==> src/rtl/cam_pixel_capture.sv <==
// DVP camera capture: assembles byte pairs into RGB444/RGB565 pixels, crops to H_ACT x V_ACT and
// writes them at line-aligned addresses. Optional colour-bar generator under `CAM_TESTPAT_EN`.
module cam_pixel_capture #(
  parameter int DATA_W = 8,
  parameter int PIX_W  = 12,
  parameter int H_ACT  = 640,
  parameter int V_ACT  = 480,
  parameter int ADDR_W = 19
) (
  input  logic              clk,
  input  logic              rstn,
  input  logic              enable,
  input  logic              fmt,
  input  logic              cam_vsync,
  input  logic              cam_href,
  input  logic [DATA_W-1:0] cam_data,
`ifdef CAM_TESTPAT_EN
  input  logic              tp_sel,
`endif
  input  logic              err_clr,
  output logic              wr_en,
  output logic [ADDR_W-1:0] wr_addr,
  output logic [PIX_W-1:0]  wr_data,
  output logic              frame_done,
  output logic [7:0]        frame_cnt,
  output logic              line_err,
  output logic              frame_err
);

  localparam logic [1:0] IDLE  = 2'd0;
  localparam logic [1:0] ARM   = 2'd1;
  localparam logic [1:0] FRAME = 2'd2;

  localparam int X_W = $clog2(H_ACT + 1);
  localparam int Y_W = $clog2(V_ACT + 1) + 1;
  localparam logic [X_W-1:0]    H_MAX  = X_W'(H_ACT);
  localparam logic [Y_W-1:0]    V_LIM  = Y_W'(V_ACT);
  localparam logic [ADDR_W-1:0] H_STEP = ADDR_W'(H_ACT);

  logic              vs_p0, hr_p0, vs_p1, hr_p1;
  logic [DATA_W-1:0] data_p0;
  logic [1:0]        state;
  logic              phase;
  logic [7:0]        byte_a;
  logic [X_W-1:0]    pix_x;
  logic [Y_W-1:0]    line_y;
  logic [ADDR_W-1:0] line_base;
  logic [PIX_W-1:0]  pix_word;

  function automatic logic [PIX_W-1:0] form_pixel(input logic f, input logic [7:0] a,
                                                  input logic [7:0] b);
    logic [11:0] p12;
    logic [15:0] p16;
    logic [15:0] r;
    p12 = f ? {a[7:4], a[2:0], b[7], b[4:1]} : {a[3:0], b};
    p16 = f ? {a, b} : {a[3:0], a[3], b[7:4], b[7:6], b[3:0], b[3]};
    r   = (PIX_W == 16) ? p16 : {4'b0, p12};
    return r[PIX_W-1:0];
  endfunction

  function automatic logic [Y_W-1:0] sat_inc_y(input logic [Y_W-1:0] v);
    return (v == '1) ? v : v + 1'b1;
  endfunction

  logic vs_fall, vs_rise, hr_fall, in_frame, pix_ok, frame_end, line_bad, frame_bad;

  assign vs_fall   = vs_p1 & ~vs_p0;
  assign vs_rise   = ~vs_p1 & vs_p0;
  assign hr_fall   = hr_p1 & ~hr_p0;
  assign in_frame  = (state == FRAME);
  assign pix_ok    = in_frame & hr_p0 & phase & (pix_x < H_MAX) & (line_y < V_LIM);
  assign frame_end = in_frame & vs_rise;
  assign line_bad  = in_frame & hr_fall & (line_y < V_LIM) & ((pix_x != H_MAX) | phase);
  assign frame_bad = frame_end & (line_y != V_LIM);

`ifdef CAM_TESTPAT_EN
  localparam logic [X_W-1:0] BAR_X = X_W'(H_ACT / 8);

  function automatic logic [PIX_W-1:0] bar_colour(input logic [2:0] idx);
    logic [15:0] c16;
    logic [11:0] c12;
    logic [15:0] r;
    case (idx)
      3'd0:    begin c16 = 16'hFFFF; c12 = 12'hFFF; end
      3'd1:    begin c16 = 16'hFFE0; c12 = 12'hFF0; end
      3'd2:    begin c16 = 16'h07FF; c12 = 12'h0FF; end
      3'd3:    begin c16 = 16'h07E0; c12 = 12'h0F0; end
      3'd4:    begin c16 = 16'hF81F; c12 = 12'hF0F; end
      3'd5:    begin c16 = 16'hF800; c12 = 12'hF00; end
      3'd6:    begin c16 = 16'h001F; c12 = 12'h00F; end
      default: begin c16 = 16'h0000; c12 = 12'h000; end
    endcase
    r = (PIX_W == 16) ? c16 : {4'b0, c12};
    return r[PIX_W-1:0];
  endfunction

  assign pix_word = tp_sel ? bar_colour(3'(pix_x / BAR_X))
                           : form_pixel(fmt, byte_a, data_p0[7:0]);
`else
  assign pix_word = form_pixel(fmt, byte_a, data_p0[7:0]);
`endif

  // stage p0/p1: registered sync copies and their delayed versions for edge detection
  always_ff @(posedge clk or negedge rstn) begin
    if (!rstn) begin
      vs_p0   <= 1'b0;
      hr_p0   <= 1'b0;
      vs_p1   <= 1'b0;
      hr_p1   <= 1'b0;
      data_p0 <= '0;
    end else begin
      vs_p0   <= cam_vsync;
      hr_p0   <= cam_href;
      vs_p1   <= vs_p0;
      hr_p1   <= hr_p0;
      data_p0 <= cam_data;
    end
  end

  always_ff @(posedge clk or negedge rstn) begin
    if (!rstn) begin
      state      <= IDLE;
      frame_done <= 1'b0;
      frame_cnt  <= '0;
    end else begin
      frame_done <= frame_end;
      case (state)
        IDLE:    if (enable) state <= ARM;
        ARM:     if (vs_fall) state <= FRAME;
        FRAME:   if (vs_rise) begin
                   state     <= enable ? ARM : IDLE;
                   frame_cnt <= frame_cnt + 8'd1;
                 end
        default: state <= IDLE;
      endcase
    end
  end

  // pix_x stops at H_ACT, so over-long lines crop silently instead of flagging line_err
  always_ff @(posedge clk or negedge rstn) begin
    if (!rstn) begin
      phase     <= 1'b0;
      byte_a    <= '0;
      pix_x     <= '0;
      line_y    <= '0;
      line_base <= '0;
    end else if (state == ARM && vs_fall) begin
      phase     <= 1'b0;
      pix_x     <= '0;
      line_y    <= '0;
      line_base <= '0;
    end else if (in_frame) begin
      if (hr_p0) begin
        phase <= ~phase;
        if (!phase) byte_a <= data_p0[7:0];
        else if (pix_x < H_MAX) pix_x <= pix_x + 1'b1;
      end else begin
        phase <= 1'b0;
        if (hr_fall) begin
          pix_x     <= '0;
          line_y    <= sat_inc_y(line_y);
          line_base <= line_base + H_STEP;
        end
      end
    end else begin
      phase <= 1'b0;
    end
  end

  // stage p1 -> output: registered frame-buffer write port
  always_ff @(posedge clk or negedge rstn) begin
    if (!rstn) begin
      wr_en   <= 1'b0;
      wr_addr <= '0;
      wr_data <= '0;
    end else begin
      wr_en <= pix_ok;
      if (pix_ok) begin
        wr_addr <= line_base + ADDR_W'(pix_x);
        wr_data <= pix_word;
      end
    end
  end

  always_ff @(posedge clk or negedge rstn) begin
    if (!rstn) begin
      line_err  <= 1'b0;
      frame_err <= 1'b0;
    end else begin
      line_err  <= line_bad | (line_err & ~err_clr);
      frame_err <= frame_bad | (frame_err & ~err_clr);
    end
  end

endmodule
==> config.mk <==
export PLATFORM = sky130hd
export DESIGN_NAME = cam_pixel_capture
export DESIGN_NICKNAME = d
export VERILOG_FILES = /design/src/rtl/cam_pixel_capture.sv
export SDC_FILE = /design/constraint.sdc
export NUM_CORES = 1
export LEC_CHECK = 0
export ABC_CLOCK_PERIOD_IN_PS = 4200
export CAP_MARGIN = 20
export CORE_UTILIZATION = 30
export DETAILED_ROUTE_END_ITERATION = 6
export GPL_ROUTABILITY_DRIVEN = 1
export SKIP_LAST_GASP = 1
export SLEW_MARGIN = 0
export SYNTH_ARGS = -nofsm -noshare
export SYNTH_HDL_FRONTEND = slang
export SYNTH_SLANG_ARGS = --single-unit
==> constraint.sdc <==
create_clock -name clk -period 4.2 [get_ports clk]
set_input_delay 0.42 -clock clk [delete_from_list [all_inputs] [get_ports clk]]
set_output_delay 0.42 -clock clk [all_outputs]
set_load 0.01 [all_outputs]
# [Word level (Yosys, flattened, before mapping)]
# Cells that the tools add are included.
[totals] register_bits=105 input_bits=15 output_inout_bits=43 wordCells=95
[classes] n_addsub=5 order_cmp=2 eq_ne=12 muxes=24 bitwise=23 n_reduce_logical=11
[ops] op="two-way mux 10 bit" count=11
[ops] op="two-way mux 19 bit" count=4
[ops] op="adder 10 x 1 -> 10 bit, second input constant" count=2
[ops] op="adder 19 x 10 -> 19 bit" count=1
[ops] op="adder 19 x 10 -> 19 bit, second input constant" count=1
[ops] op="bitwise AND 1 bit" count=14
[ops] op="two-way mux 12 bit" count=1
[ops] op="AND reduction 4 bit" count=3
[ops] op="equality test 10 bit, second input constant" count=1
[ops] op="< comparator 10 bit, second input constant" count=1
[ops] op="< comparator 10 x 9 -> 1 bit, second input constant" count=1
[ops] op="inequality test 10 bit, second input constant" count=1
[ops] op="inequality test 10 x 9 -> 1 bit, second input constant" count=1
[ops] op="adder 8 x 1 -> 8 bit, second input constant" count=1
[ops] op="inequality test 2 bit, second input constant" count=4
[ops] op="two-way mux 2 bit" count=3
[ops] op="inequality test 3 x 1 -> 1 bit, second input constant" count=2
[ops] op="NOT 1 bit" count=6
[ops] op="one-hot mux 2 bit (3 select lines)" count=1
[ops] op="AND reduction 3 bit" count=2
[ops] op="two-way mux 1 bit" count=4
[ops] op="nonzero test 2 bit" count=2
[ops] op="OR 1 bit" count=3
[ops] op="nonzero test 3 bit" count=1
[ops] op="6 further kinds" count=6

# [Longest topological paths before layout]
# Gate-level depths: netlist of the first run.
[logic_depth] ltp_word=6 mapped_depth=7

# [Worst setup path before layout of the first run]
# No wires, ideal clock.
[synth_timing] kind="register to register" start="register pix_x[8]" end="register wr_addr[12]" arrival_time_ns=1.892 required_ns=4.068 path_slack_ns=2.176 path_stages_with_launch=6 path_buffers=0 synth_period_minus_slack_ns=2.024 cell_sequence="dfrtp_1 ha_1 a211oi_1 a21boi_1 or4_1 a31oi_1"
[synth_via] elab_chain_len=3 word_cells_on_any_way=4 classes_between="add/sub: 1; order compare: 1; bitwise: 2"
[synth_lines] element="start, declared" line="45" text="logic [X_W-1:0] pix_x;"
[synth_lines] element="start signal, assigned" line="156" text="else if (pix_x < H_MAX) pix_x <= pix_x + 1'b1;"
[synth_lines] element="< comparator 10 bit" line="71" text="assign pix_ok = in_frame & hr_p0 & phase & (pix_x < H_MAX) & (line_y < V_LIM);"
[synth_lines] element="bitwise AND 1 bit (2 in a row)" line="71"
[synth_lines] element="end signal, assigned" line="179" text="wr_addr <= line_base + ADDR_W'(pix_x);"
[synth_lines] element="end, declared" line="22" text="output logic [ADDR_W-1:0] wr_addr,"
# Parallel ways exist; a longest one is shown, timed or not.
# A chain may end at the register's enable or synchronous reset.

# [Worst setup path after layout of the first run]
[layout_timing] start="register pix_x[8]" end="register wr_addr[18]"
# The elaborated chain is that of the path after synthesis.

==> flow_metrics.env, run 1 <==
export IMPL_p_sw_share_pct=28.23
export IMPL_cellPowerDensity_nw_per_um2=428.3
export IMPL_p_seq_share_pct=50.2
export IMPL_rsz0062_at_grt="no"
export IMPL_end_kind="flop"
export IMPL_cts_resized=0
export IMPL_drive_above_1_share_pct=7.114
export IMPL_io_pins=58
export IMPL_cts_setup_buffers=0
export IMPL_async_flop_share_pct=100.0
export IMPL_tightest_slew_ns=0.8897
export IMPL_leakage_nw=2.356
export IMPL_pwr_share_clk_pct=31.6
export IMPL_h_tree_depth=3
export IMPL_critPathLaunchType="flop"
export IMPL_yosysUniqueCellTypes=53
export IMPL_period_share_pct=55.29
export IMPL_clockBufferDepth=2
export IMPL_grt_overflow=0
export IMPL_drt_iter0_drc=234
export IMPL_synth_nets=462
export IMPL_fmax_ghz=0.4306
export IMPL_skew_ns=0.008173
export IMPL_max_cap_viol_count=0
export IMPL_period_needed_ns=2.322
export IMPL_final_common_cell="dfrtp_1"
export IMPL_status="complete, but fails checks"
export IMPL_syn_cell_area_um2=4568
export IMPL_r2r_start="pix_x[8]"
export IMPL_ys_ff_latch=98
export IMPL_fill_cells=1406
export IMPL_grt_pass1_vias=3425
export IMPL_cts_buffers=9
export IMPL_yosys_warnings=0
export IMPL_r2r_end="wr_addr[18]"
export IMPL_gp_congestion=0.8317
export IMPL_synthFlopType="dfrtp_1"
export IMPL_wl_per_cell_um=14.08
export IMPL_ctsHoldBuffers=0
export IMPL_drv_slew=0
export IMPL_cts_sinks=98
export IMPL_die_w_um=125.4
export IMPL_rr_worst_depth=5
export IMPL_vias_per_cell=5.062
export IMPL_antenna_found_initial=0
export IMPL_drt_pass1_iterations=7
export IMPL_drc=6
export IMPL_dr_total_vias=3422
export IMPL_internal_power_w=0.001712
export IMPL_grt_use_total_pct=13.11
export IMPL_die_area_um2=15730
export IMPL_finalSetupViolCount=0
export IMPL_core_area_um2=14700
export IMPL_p_switching_w=0.0006734
export IMPL_grt_pass1_wl_um=16730
export IMPL_clk_insertion_delay_late_ns=0.34
export IMPL_cts_tree="built"
export IMPL_hold_viol=0
export IMPL_antenna_cells=0
export IMPL_p_comb_share_pct=18.2
export IMPL_cts_clk_slew_worst_paths_ns=0.07
export IMPL_ant_nets=0
export IMPL_violations="design-rule violations"
export IMPL_relSlewSlack_pct=40.69
export IMPL_vdd_ir_drop_max_uv=197.4
export IMPL_rows=44
export IMPL_cts_root_buf="clkbuf_16"
export IMPL_drt_wl_total_um=9518
export IMPL_hold_class="input pin to async pin"
export IMPL_critPathArrivalTime_ns=2.52
export IMPL_required_ns=4.39
export IMPL_cp_max_fo=10
export IMPL_timing_hold_ws_ns=0.1859
export IMPL_yosysSeqAreaShare_pct=53.68
export IMPL_synth_edf_count=0
export IMPL_fp_dieH_um=125.4
export IMPL_io_buffers=57
export IMPL_path_class="flop to flop"
export IMPL_reg2reg_slack_ns=1.88
export IMPL_hpwl_um=6813
export IMPL_initial_core_util_pct=31.08
export IMPL_syn_area_per_cell_um2=10.45
export IMPL_area_growth_pct=21.94
export IMPL_synthCells=437
export IMPL_grt_max_degree=72
export IMPL_fin_nets=512
export IMPL_finalSetupTns_ns=0
export IMPL_most_common_layout_cells="dfrtp_1 (98), nand2_1 (61), clkdlybuf4s50_1 (56)"
## state kept, by name, indices dropped and copies added (netlist names)
name,cells
line_err,1
phase,1
frame_done,1
frame_err,1
state,2
hr_p1,1
wr_data,12
byte_a,8
vs_p0,1
hr_p0,1
frame_cnt,8
wr_en,1
vs_p1,1
data_p0,8
line_base,12
line_y,10
pix_x,10
wr_addr,19
## critical path: stages (launching register included)
cell and delay (ns):
dfrtp_1 0.44, ha_1 0.38, a211oi_1 0.49, a21boi_1 0.57, or4_1 0.20, a31oi_1 0.09
## final cells by class
type	count	area, um2	share of cell area, %
Multi-Input combinational cell	307	1979	35.53
Clock buffer	10	229.0	4.111
Timing Repair Buffer	61	598.1	10.74
Tap cell	184	230.2	4.133
Sequential cell	98	2452	44.03
Clock inverter	6	43.79	0.7862
Inverter	10	37.54	0.6739
## logic make-up (layout without fill, tap and decap cells)
kind of cell / count (synthesis) / after routing / synth area share [%]
AOI/OAI and AO/OA: 92 / 92 / 12.05
and+or+nand+nor: 157 / 157 / 18.52
buffers and inverters: 32 / 87 / 2.986
DFF: 98 / 98 / 53.68
muxes: 25 / 25 / 5.724
adders and majority gates: 10 / 10 / 2.739
other: 1 / 1 / 0.08209
xor gates and xnor gates: 22 / 22 / 4.218
## power by group through the flow
stage                     logic [W]  registers (W)  clock network [W]
after global placement     0.000427        0.00121                  0
final                      0.000433        0.00120           0.000755
after floorplan            0.000226        0.00120                  0
after detailed placement   0.000438        0.00122                  0
after global routing       0.000486        0.00122           0.000811
after CTS                  0.000440        0.00120           0.000774
## layer usage
layer	GRT usage (%)	vias to the layer above	routed length (um)
li1	-	1670	-
met1	17.80	1683	4602
met2	20.97	57	4440
met3	1.540	12	305
met4	6.098	0	170
met5	0	-	0
## through the flow
stage	instances	worst slack, ns	utilization [%]	instance area, um2	total power (W)
6_report	676	1.878	37.90	5570	0.002386
5_1_grt	676	1.612	37.90	5570	0.002522
4_1_cts	676	1.877	37.90	5570	0.002413
3_5_place_dp	660	1.878	36.04	5298	0.001655
3_3_place_gp	660	2.006	36.04	5298	0.001635
2_1_floorplan	437	2.176	-	4568	0.001431
## cells in the mapped netlist, drive strengths merged (10+ instances only)
master | count | area share (%)
a21oi | 15 | 1.6
buf | 11 | 1.3
clkbuf | 11 | 0.90
dfrtp | 98 | 54
ha | 10 | 2.7
inv | 10 | 0.82
mux2i | 16 | 3.5
nand2 | 61 | 5.0
nand3 | 13 | 1.4
nor2 | 20 | 1.6
o21ai | 45 | 4.9
or4 | 12 | 2.0
xnor2 | 16 | 3.1
## worst max-delay path by stage
stage,from,to,slack (ns),depth (start not counted)
after global placement,pix_x[8],wr_addr[18],2.01,5
final,pix_x[8],wr_addr[18],1.88,5
after floorplan,pix_x[8],wr_addr[12],2.18,5
after global routing,pix_x[8],wr_addr[18],1.61,5
after detailed placement,pix_x[8],wr_addr[18],1.88,5
after CTS,pix_x[8],wr_addr[18],1.88,5
No activity file was read; power rests on OpenSTA's default activity.
==> run 2: changes to the inputs <==
- ABC_CLOCK_PERIOD_IN_PS: 4200 -> 2290
- clock period: 4.2 -> 2.29 ns (I/O delays scaled with it)
==> run 2 against run 1 <==
Effect of this change: the flow still finishes with violations (design-rule violations); cell area up 1.9%; die area unchanged; register-to-register slack worse by 1.6 ns; combinational power up 86%; sequential share of layout area down 0.81 points; total power up 89%; non-clock buffer count up 9; critical endpoint is now pix_x[3].
==> flow_metrics.env, run 2 (synthesis results as in run 1) <==
export IMPL_critPathTopFamily="compound AO/OA/AOI/OAI gates"
export IMPL_relSlewSlack_pct=46.72
export IMPL_drv_slew=0
export IMPL_ant_nets=0
export IMPL_fill_cells=1386
export IMPL_p_switching_w=0.001236
export IMPL_grt_overflow=0
export IMPL_io_buffers=57
export IMPL_drive_above_1_share_pct=8.583
export IMPL_cts_root_buf="clkbuf_16"
export IMPL_max_cap_viol_count=0
export IMPL_clk_insertion_delay_late_ns=0.34
export IMPL_cts_resized=0
export IMPL_drt_pass1_iterations=6
export IMPL_path_class="flop to flop"
export IMPL_skew_ns=0.007997
export IMPL_fin_nets=521
export IMPL_hold_class="input pin to flop"
export IMPL_leakage_nw=2.413
export IMPL_drt_wl_total_um=9577
export IMPL_vdd_ir_drop_max_uv=367.9
export IMPL_cts_tree="built"
export IMPL_startpoint="state[0]"
export IMPL_hpwl_um=6951
export IMPL_rr_worst_depth=4
export IMPL_rsz0062_at_grt="no"
export IMPL_largest_register_ffs=19
export IMPL_fmax_ghz=0.4997
export IMPL_critPathBufInv=0
export IMPL_worst_path_max_delay_cell="a211oi_2"
export IMPL_grt_use_total_pct=13.15
export IMPL_cts_setup_buffers=0
export IMPL_timing_hold_ws_ns=0.3186
export IMPL_hold_path_depth=1
export IMPL_tightest_slew_ns=0.7977
export IMPL_h_tree_depth=3
export IMPL_pwr_share_clk_pct=33.3
export IMPL_io_pins=58
export IMPL_final_common_cell="dfrtp_1"
export IMPL_cts_clk_slew_worst_paths_ns=0.07
export IMPL_ctsHoldBuffers=1
export IMPL_vias_per_cell=4.952
export IMPL_setup_slack_ns=0.2890
export IMPL_antenna_found_initial=0
export IMPL_end_kind="flop"
export IMPL_gp_congestion=0.8223
export IMPL_crit_path_end="pix_x[3]"
export IMPL_regMostFlops="wr_addr"
export IMPL_core_area_um2=14700
export IMPL_most_common_layout_cells="dfrtp_1 (98), nand2_1 (61), clkdlybuf4s50_1 (56)"
export IMPL_grt_pass1_vias=3424
export IMPL_drt_iter0_drc=174
export IMPL_period_share_pct=87.38
export IMPL_required_ns=2.55
export IMPL_cp_max_fo=15
export IMPL_finalSetupViolCount=0
export IMPL_p_sw_share_pct=27.47
export IMPL_rows=44
export IMPL_p_comb_share_pct=17.9
export IMPL_die_w_um=125.4
export IMPL_clockBufferDepth=2
export IMPL_internal_power_w=0.003263
export IMPL_cts_buffers=9
export IMPL_drc=6
export IMPL_finalSetupTns_ns=0
export IMPL_hold_viol=0
export IMPL_cpPeakStageDelay_ns=0.73
export IMPL_reg2reg_slack_ns=0.29
export IMPL_r2r_end="pix_x[3]"
export IMPL_cp_cell_sequence="and4bb_1, a211oi_2, o21ai_0, a21oi_1"
export IMPL_status="complete, but fails checks"
export IMPL_post_place_ws_ns=0.2920
export IMPL_cp_depth=4
export IMPL_period_needed_ns=2.001
export IMPL_grt_pass1_wl_um=16910
export IMPL_r2r_start="state[0]"
export IMPL_critPathArrivalTime_ns=2.27
export IMPL_violations="design-rule violations"
export IMPL_critPathLaunchType="flop"
export IMPL_die_area_um2=15730
export IMPL_antenna_cells=0
export IMPL_dr_total_vias=3392
export IMPL_wl_per_cell_um=13.98
export IMPL_initial_core_util_pct=31.08
export IMPL_cts_sinks=98
export IMPL_reg_top3="wr_addr x19, line_base x12, wr_data x12"
export IMPL_cellPowerDensity_nw_per_um2=792.8
export IMPL_fp_dieH_um=125.4
export IMPL_area_growth_pct=24.21
export IMPL_p_seq_share_pct=48.8
export IMPL_grt_max_degree=49
[run 2: cell count changes in the layout (fill, tap and decap cells not counted)]
| cell | previous run | this run |
|---|---|---|
| dlygate4sd3_1 | 0 | 1 |
| buf_4 | 5 | 12 |
| clkinv_4 | 3 | 1 |
| buf_12 | 0 | 1 |
| bufinv_16 | 0 | 1 |
| inv_6 | 0 | 1 |
[run 2: how the worst min path moves through the flow]
stage                             to        start
after detailed placement  wr_data[4]         rstn
after CTS                 data_p0[4]  cam_data[4]
final                          hr_p0     cam_href
after floorplan            byte_a[0]         rstn
after global routing      data_p0[4]  cam_data[4]
after global placement    wr_data[4]         rstn
[run 2: per-layer routing]
layer	track usage [%]	up-vias	share of wire, %
li1	-	1689	-
met1	18.49	1635	50
met2	20.11	56	45
met3	2.525	12	3.1
met4	4.806	0	1.4
met5	0	-	0
[run 2: area by class of cell]
type | instances | area, um2 | share of cell area [%]
Inverter | 10 | 37.54 | 0.6615
Multi-Input combinational cell | 307 | 1979 | 34.88
Clock buffer | 10 | 229.0 | 4.035
Clock inverter | 6 | 65.06 | 1.147
Tap cell | 184 | 230.2 | 4.057
Timing Repair Buffer | 70 | 680.7 | 12.00
Sequential cell | 98 | 2452 | 43.22
[run 2: power groups by stage]
stage,Clock [W],Sequential [W],Combinational (W)
2_1_floorplan,0,0.00221,0.000415
3_3_place_gp,0,0.00222,0.000797
3_5_place_dp,0,0.00223,0.000817
4_1_cts,0.00154,0.00220,0.000823
5_1_grt,0.00161,0.00224,0.000904
6_report,0.00150,0.00220,0.000807
[run 2: through the flow]
| step | utilization, % | total power (W) | area [um2] | cells |
|---|---|---|---|---|
| after floorplan | - | 0.002624 | 4568 | 437 |
| after global placement | 36.53 | 0.003013 | 5370 | 668 |
| after detailed placement | 36.53 | 0.003048 | 5370 | 668 |
| after CTS | 38.60 | 0.004563 | 5674 | 685 |
| after global routing | 38.60 | 0.004751 | 5674 | 685 |
| final | 38.60 | 0.004498 | 5674 | 685 |
==> run 3: changes to the inputs <==
- CORE_MARGIN: default -> 2
==> run 3 against run 2 <==
Effect of this change: final cell count grew 0.44%; routed wire length grew 7.7%; the run now ends clean; clock skew shrank 0.0011 ns; setup slack gained 0.0014 ns; cell area grew 0.75%; maximum frequency is essentially flat; combinational power grew 1%; sequential power is essentially flat; register-to-register slack is essentially flat.
==> flow_metrics.env, run 3 (synthesis results as in run 1) <==
export IMPL_finalSetupViolCount=0
export IMPL_wl_met3_um=304
export IMPL_cts_buffers=9
export IMPL_end_kind="flop"
export IMPL_h_tree_depth=3
export IMPL_path_class="flop to flop"
export IMPL_grt_overflow=0
export IMPL_drc=0
export IMPL_drt_met1_wl_um=5068
export IMPL_reg_top3="wr_addr x19, line_base x12, wr_data x12"
export IMPL_drt_iter0_drc=210
export IMPL_finalSetupTns_ns=0
export IMPL_top_layer="met4"
export IMPL_cts_sinks=98
export IMPL_hpwl_um=7310
export IMPL_timing_hold_ws_ns=0.3190
export IMPL_skew_ns=0.006939
export IMPL_reg2reg_slack_ns=0.29
export IMPL_hold_viol=0
export IMPL_drt_wl_total_um=10320
export IMPL_drt_pass1_iterations=4
export IMPL_critPathLaunchType="flop"
export IMPL_p_total_w=0.004701
export IMPL_final_common_cell="dfrtp_1"
export IMPL_io_buffers=57
export IMPL_max_cap_viol_count=0
export IMPL_clockBufferDepth=2
export IMPL_vdd_ir_drop_max_uv=386.9
export IMPL_drv_slew=0
export IMPL_gp_congestion=0.7854
export IMPL_largest_register_ffs=19
export IMPL_wl_per_cell_um=14.99
export IMPL_die_w_um=127.4
export IMPL_cts_tree="built"
export IMPL_grt_max_degree=63
export IMPL_die_area_um2=16230
export IMPL_most_common_layout_cells="dfrtp_1 (98), nand2_1 (61), clkdlybuf4s50_1 (56)"
export IMPL_leakage_nw=2.430
export IMPL_grt_use_total_pct=13.07
export IMPL_wl_met2_um=4779
export IMPL_cts_root_buf="clkbuf_16"
export IMPL_area_growth_pct=25.14
export IMPL_initial_core_util_pct=30.39
export IMPL_cts_setup_buffers=0
export IMPL_grt_pass1_vias=3376
export IMPL_post_place_ws_ns=0.2992
export IMPL_status="finished, final reports clean"
export IMPL_rows=45
export IMPL_io_pins=58
export IMPL_regMostFlops="wr_addr"
export IMPL_ant_nets=0
export IMPL_clk_insertion_delay_late_ns=0.34
export IMPL_fmax_ghz=0.5001
export IMPL_setup_slack_ns=0.2904
export IMPL_fill_cells=1460
export IMPL_antenna_cells=0
export IMPL_vias_per_cell=5.089
export IMPL_ctsHoldBuffers=1
export IMPL_dr_total_vias=3501
export IMPL_tightest_slew_ns=0.5446
export IMPL_cellPowerDensity_nw_per_um2=822.3
export IMPL_cp_max_fo=10
export IMPL_hold_class="input pin to flop"
export IMPL_core_area_um2=15030
export IMPL_cts_clk_slew_worst_paths_ns=0.07
export IMPL_antenna_found_initial=0
export IMPL_critPathArrivalTime_ns=2.27
export IMPL_period_share_pct=87.32
export IMPL_drive_above_1_share_pct=8.600
export IMPL_fp_dieH_um=127.4
export IMPL_required_ns=2.56
export IMPL_period_needed_ns=2.000
export IMPL_fin_nets=520
export IMPL_cts_resized=0
export IMPL_relSlewSlack_pct=63.56
export IMPL_rsz0062_at_grt="no"
export IMPL_grt_pass1_wl_um=17220
run 3: path summary, 6_finish.rpt:
check | startpoint | depth (start not counted) | to
worst max-delay path | state[0] | 4 | line_y[6]
worst min-delay path | cam_data[7] | 1 | data_p0[7]
worst max register to register | state[0] | 4 | line_y[6]
worst min register to register | vs_p0 | 0 | vs_p1
max in group asynchronous | rstn | 3 | line_y[8]
min in group asynchronous | rstn | 2 | wr_data[4]
run 3: area by class of cell:
type	count	area (um2)	area share [%]
Clock buffer	12	266.5	4.662
Clock inverter	4	72.57	1.269
Inverter	10	37.54	0.6566
Multi-Input combinational cell	307	1979	34.62
Sequential cell	98	2452	42.90
Tap cell	188	235.2	4.115
Timing Repair Buffer	69	673.1	11.78
run 3: critical path, cell delays in order (launching register included):
cell and delay, ns:
dfrtp_1 0.47, and4bb_1 0.53, nor2_1 0.22, or4_1 0.55, a21oi_1 0.17
run 3: metrics by stage:
stage	area, um2	instances	utilization (%)
after global routing	5717	688	38.03
after global placement	5368	671	35.71
after CTS	5717	688	38.03
final	5717	688	38.03
after detailed placement	5368	671	35.71
after floorplan	4568	437	-
run 3: layer usage:
| metal | track usage [%] | vias to the layer above |
|---|---|---|
| li1 | - | 1686 |
| met1 | 18.42 | 1732 |
| met2 | 20.29 | 71 |
| met3 | 1.968 | 12 |
| met4 | 5.171 | 0 |
| met5 | 0 | - |
run 3: where the power goes:
part           total (W)  switching (W)  internal [W]
sequential       0.00220       0.000228       0.00198
clock            0.00168       0.000637       0.00104
combinational   0.000815       0.000377      0.000439
total            0.00470        0.00124       0.00346
